--- config.mk ---
export PLATFORM = sky130hd
export DESIGN_NAME = gmii2fifo72_flat
export DESIGN_NICKNAME = d
export VERILOG_FILES = /design/src/rtl/gmii2fifo72_pkg.sv /design/src/rtl/gmii2fifo72_if.sv /design/src/rtl/gmii2fifo72_pack.sv /design/src/rtl/gmii2fifo72.sv /design/src/flat_wrapper.sv
export SDC_FILE = /design/constraint.sdc
export NUM_CORES = 1
export LEC_CHECK = 0
export CAP_MARGIN = 20
export CORE_MARGIN = 2
export CORE_UTILIZATION = 26
export DETAILED_ROUTE_END_ITERATION = 7
export GPL_TIMING_DRIVEN = 0
export MAX_ROUTING_LAYER = met4
export PLACE_DENSITY = 0.49
export SLEW_MARGIN = 10
export SYNTH_ARGS = -nofsm -noshare
export SYNTH_HDL_FRONTEND = slang
export SYNTH_HIERARCHICAL = 1
export SYNTH_SLANG_ARGS = --single-unit
--- constraint.sdc ---
create_clock -name gmii_rx_clk -period 4.72 [get_ports gmii_rx_clk]
set_input_delay 0.944 -clock gmii_rx_clk [delete_from_list [all_inputs] [get_ports gmii_rx_clk]]
set_output_delay 0.944 -clock gmii_rx_clk [all_outputs]
set_load 0.05 [all_outputs]
--- src/rtl/gmii2fifo72_pkg.sv ---
// gmii2fifo72_pkg: 72-bit FIFO word format and packer state encoding shared with fifo72togmii
package gmii2fifo72_pkg;
  localparam int FIFO72_W = 72;
  localparam int MASK_MSB = 71;
  localparam int MASK_LSB = 64;
  localparam logic [FIFO72_W-1:0] DELIM_WORD = '0;
  typedef enum logic [1:0] {IDLE, RECV, DROP, FLUSH} state_t;
  function automatic logic [5:0] lane_lsb(input logic [2:0] k);
    return {3'd7 - k, 3'd0};
  endfunction
endpackage

--- src/rtl/gmii2fifo72_if.sv ---
// gmii2fifo72_if: GMII receive pins plus FIFO write port of the packer
interface gmii2fifo72_if;
  logic gmii_rx_dv;
  logic gmii_rx_er;
  logic [7:0] gmii_rxd;
  logic full;
  logic wr_en;
  logic [gmii2fifo72_pkg::FIFO72_W-1:0] din;
  modport master (input gmii_rx_dv, gmii_rx_er, gmii_rxd, full, output din, wr_en);
  modport slave (output gmii_rx_dv, gmii_rx_er, gmii_rxd, full, input din, wr_en);
endinterface

--- src/rtl/gmii2fifo72_pack.sv ---
// gmii2fifo72_pack: lane index plus byte/mask shift register; lane 7 push or clr empties it
module gmii2fifo72_pack import gmii2fifo72_pkg::*; (
  input  logic clk,
  input  logic rst_n,
  input  logic push,
  input  logic clr,
  input  logic [7:0] rx_byte,
  output logic [2:0] idx,
  output logic [FIFO72_W-1:0] cur,
  output logic [FIFO72_W-1:0] merged
);
  logic [63:0] data_q, data_m;
  logic [MASK_MSB-MASK_LSB:0] mask_q, mask_m;
  always_comb begin
    data_m = data_q;
    mask_m = mask_q;
    data_m[lane_lsb(idx) +: 8] = rx_byte;
    mask_m[3'd7 - idx] = 1'b1;
  end
  assign cur = {mask_q, data_q};
  assign merged = {mask_m, data_m};
  always_ff @(posedge clk or negedge rst_n) begin
    if (!rst_n) begin
      data_q <= '0;
      mask_q <= '0;
      idx <= '0;
    end else if (clr || (push && idx == 3'd7)) begin
      data_q <= '0;
      mask_q <= '0;
      idx <= '0;
    end else if (push) begin
      data_q <= data_m;
      mask_q <= mask_m;
      idx <= idx + 3'd1;
    end
  end
endmodule

--- src/rtl/gmii2fifo72.sv ---
// gmii2fifo72: GMII RX byte stream packed into 72-bit FIFO words with frame delimiters and saturating stats
module gmii2fifo72 import gmii2fifo72_pkg::*; #(
  parameter int CNT_WIDTH = 16
) (
  input  logic gmii_rx_clk,
  input  logic sys_rst_n,
  gmii2fifo72_if.master rx,
  output logic wr_clk,
  output logic [CNT_WIDTH-1:0] frame_cnt,
  output logic [CNT_WIDTH-1:0] err_cnt,
  output logic [CNT_WIDTH-1:0] drop_cnt
);
  logic s1_dv, s1_er, prev_dv;
  logic [7:0] s1_d;
  state_t state, state_n;
  logic dpend, dpend_n;
  logic push, clr, wr_n, wr_q;
  logic inc_frame, inc_err, inc_drop;
  logic [2:0] idx;
  logic [FIFO72_W-1:0] cur, merged, din_n, din_q;
  gmii2fifo72_pack u_pack (
    .clk(gmii_rx_clk), .rst_n(sys_rst_n), .push(push), .clr(clr),
    .rx_byte(s1_d), .idx(idx), .cur(cur), .merged(merged)
  );
  assign wr_clk = gmii_rx_clk;
  assign rx.din = din_q;
  assign rx.wr_en = wr_q;
  always_comb begin
    state_n = state;
    dpend_n = dpend;
    push = 1'b0;
    clr = 1'b0;
    wr_n = 1'b0;
    din_n = din_q;
    inc_frame = 1'b0;
    inc_err = 1'b0;
    inc_drop = 1'b0;
    case (state)
      IDLE: begin
        push = s1_dv;
        state_n = s1_dv ? RECV : IDLE;
      end
      RECV: begin
        if (s1_dv && s1_er) begin
          clr = 1'b1;
          inc_err = 1'b1;
          dpend_n = 1'b1;
          state_n = FLUSH;
        end else if (s1_dv) begin
          push = 1'b1;
          if (idx == 3'd7 && rx.full) begin
            clr = 1'b1;
            inc_drop = 1'b1;
            state_n = DROP;
          end else if (idx == 3'd7) begin
            wr_n = 1'b1;
            din_n = merged;
          end
        end else begin
          clr = 1'b1;
          if (rx.full) begin
            inc_drop = 1'b1;
            dpend_n = 1'b1;
            state_n = FLUSH;
          end else begin
            wr_n = 1'b1;
            din_n = cur;
            inc_frame = 1'b1;
            state_n = IDLE;
          end
        end
      end
      DROP: begin
        dpend_n = !s1_dv;
        state_n = s1_dv ? DROP : FLUSH;
      end
      FLUSH: begin
        if (dpend && !rx.full) begin
          wr_n = 1'b1;
          din_n = DELIM_WORD;
          dpend_n = 1'b0;
        end
        inc_drop = s1_dv && !prev_dv;
        state_n = (!s1_dv && (!dpend || !rx.full)) ? IDLE : FLUSH;
      end
      default: state_n = IDLE;
    endcase
  end
  always_ff @(posedge gmii_rx_clk or negedge sys_rst_n) begin
    if (!sys_rst_n) begin
      s1_dv <= 1'b0;
      s1_er <= 1'b0;
      s1_d <= '0;
      prev_dv <= 1'b0;
      state <= IDLE;
      dpend <= 1'b0;
      wr_q <= 1'b0;
      din_q <= '0;
      frame_cnt <= '0;
      err_cnt <= '0;
      drop_cnt <= '0;
    end else begin
      s1_dv <= rx.gmii_rx_dv;
      s1_er <= rx.gmii_rx_er;
      s1_d <= rx.gmii_rxd;
      prev_dv <= s1_dv;
      state <= state_n;
      dpend <= dpend_n;
      wr_q <= wr_n;
      din_q <= din_n;
      frame_cnt <= frame_cnt + CNT_WIDTH'(inc_frame && frame_cnt != '1);
      err_cnt <= err_cnt + CNT_WIDTH'(inc_err && err_cnt != '1);
      drop_cnt <= drop_cnt + CNT_WIDTH'(inc_drop && drop_cnt != '1);
    end
  end
endmodule

--- src/flat_wrapper.sv ---
// flat-port wrapper written by rule: the top's interface ports become plain ports
module gmii2fifo72_flat import gmii2fifo72_pkg::*;
#(
  parameter int CNT_WIDTH = 16
)
  (gmii_rx_clk, sys_rst_n, wr_clk, frame_cnt, err_cnt, drop_cnt, rx_gmii_rx_dv, rx_gmii_rx_er, rx_gmii_rxd, rx_full, rx_din, rx_wr_en);
  gmii2fifo72_if rx_i ();
  input  logic gmii_rx_clk;
  input  logic sys_rst_n;
  output logic wr_clk;
  output logic [CNT_WIDTH-1:0] frame_cnt;
  output logic [CNT_WIDTH-1:0] err_cnt;
  output logic [CNT_WIDTH-1:0] drop_cnt;
  input wire logic [$bits(rx_i.gmii_rx_dv)-1:0] rx_gmii_rx_dv;
  input wire logic [$bits(rx_i.gmii_rx_er)-1:0] rx_gmii_rx_er;
  input wire logic [$bits(rx_i.gmii_rxd)-1:0] rx_gmii_rxd;
  input wire logic [$bits(rx_i.full)-1:0] rx_full;
  output wire logic [$bits(rx_i.din)-1:0] rx_din;
  output wire logic [$bits(rx_i.wr_en)-1:0] rx_wr_en;
  assign rx_i.gmii_rx_dv = rx_gmii_rx_dv;
  assign rx_i.gmii_rx_er = rx_gmii_rx_er;
  assign rx_i.gmii_rxd = rx_gmii_rxd;
  assign rx_i.full = rx_full;
  assign rx_din = rx_i.din;
  assign rx_wr_en = rx_i.wr_en;
  gmii2fifo72 #(.CNT_WIDTH(CNT_WIDTH)) u_core (.gmii_rx_clk(gmii_rx_clk), .sys_rst_n(sys_rst_n), .rx(rx_i), .wr_clk(wr_clk), .frame_cnt(frame_cnt), .err_cnt(err_cnt), .drop_cnt(drop_cnt));
endmodule
==> results.yml, run 1 <==
pwr:
  powerDensity_nw_per_um2: 555
  p_leak_nw: 5.73
  peakVddDrop_mv: 0.292
layout:
  areaGrowthSynthToFinish_pct: 30.1
  fin_util_pct: 34.4
  final_nets: 1029
  multi_input_area_um2: 4340
  regArea_um2: 5260
  fill_cells: 3794
  insertedDiodeCount: 0
  drive_gt1_share_pct: 15.7
clock_network:
  post_cts_buffers: 0
  post_cts_resized: 0
  clock_latency_ns: 0.65
  cts_tree: "done"
  cts_hold_buf: 0
  path_clk_slew_ns: 0.05
route:
  vias_per_cell: 4.64
  wl_per_cell_um: 18.7
  postRouteAntennaNets: 0
  drt_iter0_markers: 344
  drt_wl_total_mm: 28.7
  vias: 7111
  dr.pass1.iters: 5
  drc: 0
setup_path:
  arrival_ns: 3.41
  cp-start-kind: "clock port"
  end_kind: "output port"
  cp.required_ns: 3.78
  crit_type: "clock port to output port"
  r2r_cells: 8
  path_max_fanout: 2
logic_synthesis:
  synthMuxAreaShare_pct: 14.5
  syn_inst: 840
  yosysTopAreaCell: "dfrtp_1"
  postSynthAreaPerCell_um2: 11.9
  synthFlopType: "dfrtp_1"
  synth-xor-area-share_pct: 3.69
  synthAdderAreaFrac_pct: 1.13
  yosys.area.top_type_share_pct: 52.7
  syn_area_um2: 9970
  synth_compound_area_share_pct: 13.6
  synth_edf_count: 0
  synth.distinct_cells: 50
  synth-async-reset-ratio_pct: 100
  synth_common_cells: "dfrtp_1 (210), nand2_1 (101), mux2i_1 (72)"
  synth_area_leaders: "dfrtp_1 (53%), mux2i_1 (7.2%), mux2_2 (7.2%), a22o_1 (5.0%), o31ai_1 (4.6%)"
  synth-warning-count: 6
  yosysMostFrequentCell: "dfrtp_1"
  synth-simple-area-share_pct: 10.7
  syn_nets: 862
  ys_seq_area_share_pct: 52.7
  synth_top_family_by_area: "multiplexers"
  synth_seq_cells: 210
place:
  dp_slack_ns: 0.630
  hpwl_mm: 19.2
  gp_congestion: 0.787
  io_buffers: 134
floorplan:
  core_area_um2: 37800
  initial_utilization_pct: 26.4
  die_w_um: 200
  num_io_pins: 135
  die_y_um: 200
  die_area_um2: 39900
  num_rows: 71
worst_hold_path:
  min_path_type: "input port to async pin"
timing:
  slew-limit-headroom_pct: 31.9
  rsz0062_at_grt: "no"
  clock_skew_ns: 0.0191
  hold_viol: 0
  setup_violations: 0
  drv_slew: 0
  fin_ws_ns: 0.366
  tightest_slew_ns: 1.01
global_route:
  grt_pass1_vias: 7168
  grt_max_degree: 83
  grt_usage_pct: 15.1
  grt-ovfl-total: 0
  antenna_found_initial: 0
  grt_pass1_wl_mm: 44.6
run_status:
  outcome: "finished, final reports clean"
run:
  maxCapViolCount: 0
## layer usage
layer,vias up,track usage (%),routed length (um)
met5,-,-,0
met4,0,4.14,586
met3,35,2.55,1070
met2,152,22.7,12900
met1,3540,21.1,14200
li1,3384,-,-
## power breakdown
part           switching, mW  internal, mW
Clock                  0.834          1.43
Sequential             0.255          2.09
Combinational           1.66         0.939
Total                   2.75          4.46
## registers in the layout (all words and copies together), names as in the netlist, 2 cells and up
name and cells:
u_core/drop_cnt 16, u_core/err_cnt 16, u_core/frame_cnt 16, u_core/rx.din 72
u_core/s1_d 8, u_core/state 2, u_core/u_pack/data_q 64, u_core/u_pack/idx 3
u_core/u_pack/mask_q 8
## critical path: stages
cell and delay [ns]:
clkbuf_16 0.12, clkbuf_16 0.13, buf_4 0.12, clkdlybuf4s50_1 0.69
## through the flow
stage          hold slack (ns)  power, mW  TNS [ns]  std cells  instance area (um^2)
2_1_floorplan            0.349       4.17         0        840                  9970
3_3_place_gp             0.406       5.02  -1474.77       1485                 12000
3_5_place_dp             0.392       5.04         0       1487                 12000
4_1_cts                  0.229       7.30         0       1534                 13000
5_1_grt                  0.247       7.58         0       1534                 13000
6_report                 0.230       7.20         0       1534                 13000
## cells by family (layout without fill, tap and decap cells)
logic type / after synthesis / after routing
AOI/OAI and AO/OA: 166 / 166
xor gates and xnor gates: 42 / 42
adders and majority gates: 9 / 9
buffers and inverters: 65 / 248
DFF: 210 / 210
muxes: 136 / 136
and+or+nand+nor: 212 / 212
## cell type report
class	count	area share (%)
Sequential cell	210	40.5
Multi-Input combinational cell	565	33.5
Timing Repair Buffer	135	10.7
Clock buffer	39	6.33
Tap cell	511	4.93
Buffer	55	2.59
Clock inverter	9	1.14
Inverter	10	0.289
## placed cells by master, fill, tap and decap left out, drive strengths merged, types with 2 or more instances in the layout
| cell type | n |
|---|---|
| nor4 | 5 |
| bufinv | 4 |
| mux2i | 72 |
| xor2 | 20 |
| a21o | 5 |
| nand2 | 101 |
| clkdlybuf4s50 | 133 |
| clkbuf | 66 |
| mux2 | 64 |
| o21bai | 3 |
| buf | 30 |
| ha | 9 |
| nor2 | 21 |
| a31o | 2 |
| a21boi | 9 |
| a22o | 57 |
| o31ai | 73 |
| dfrtp | 210 |
| or2 | 4 |
| clkinv | 4 |
| a21oi | 4 |
| xnor2 | 22 |
| a31oi | 2 |
| and4 | 2 |
| and2 | 12 |
| nor3 | 12 |
| nor2b | 4 |
| o21ai | 8 |
| inv | 10 |
| nand2b | 9 |
| nand3b | 2 |
| and3 | 5 |
| nand3 | 19 |
| nand4 | 13 |
## final timing paths
path | start | end | slack, ns
setup / recovery | gmii_rx_clk | wr_clk | 0.37
hold / removal | sys_rst_n | u_core/frame_cnt[7]$_DFF_PN0_ | 0.23
setup reg to reg | u_core/s1_dv$_DFF_PN0_ | u_core/u_pack/data_q[10]$_DFFE_PN0P_ | 1.44
hold reg to reg | u_core/s1_dv$_DFF_PN0_ | u_core/prev_dv$_DFF_PN0_ | 0.42
max in group asynchronous | sys_rst_n | u_core/rx.din[19]$_DFFE_PN0P_ | 3.35
min in group gmii_rx_clk | u_core/s1_dv$_DFF_PN0_ | u_core/prev_dv$_DFF_PN0_ | 0.42
Note: power is estimated with default switching activity, not from simulation.
==> inputs of run 2 (changes only) <==
--- a/config.mk
+++ b/config.mk
@@ -12,6 +12,7 @@
 export GPL_TIMING_DRIVEN = 0
 export MAX_ROUTING_LAYER = met4
 export PLACE_DENSITY = 0.49
+export SETUP_SLACK_MARGIN = 0.02
 export SLEW_MARGIN = 10
 export SYNTH_ARGS = -nofsm -noshare
 export SYNTH_HDL_FRONTEND = slang
==> results of run 2 <==
Same layout as run 1: the final DEF is identical, and so are final timing and power.
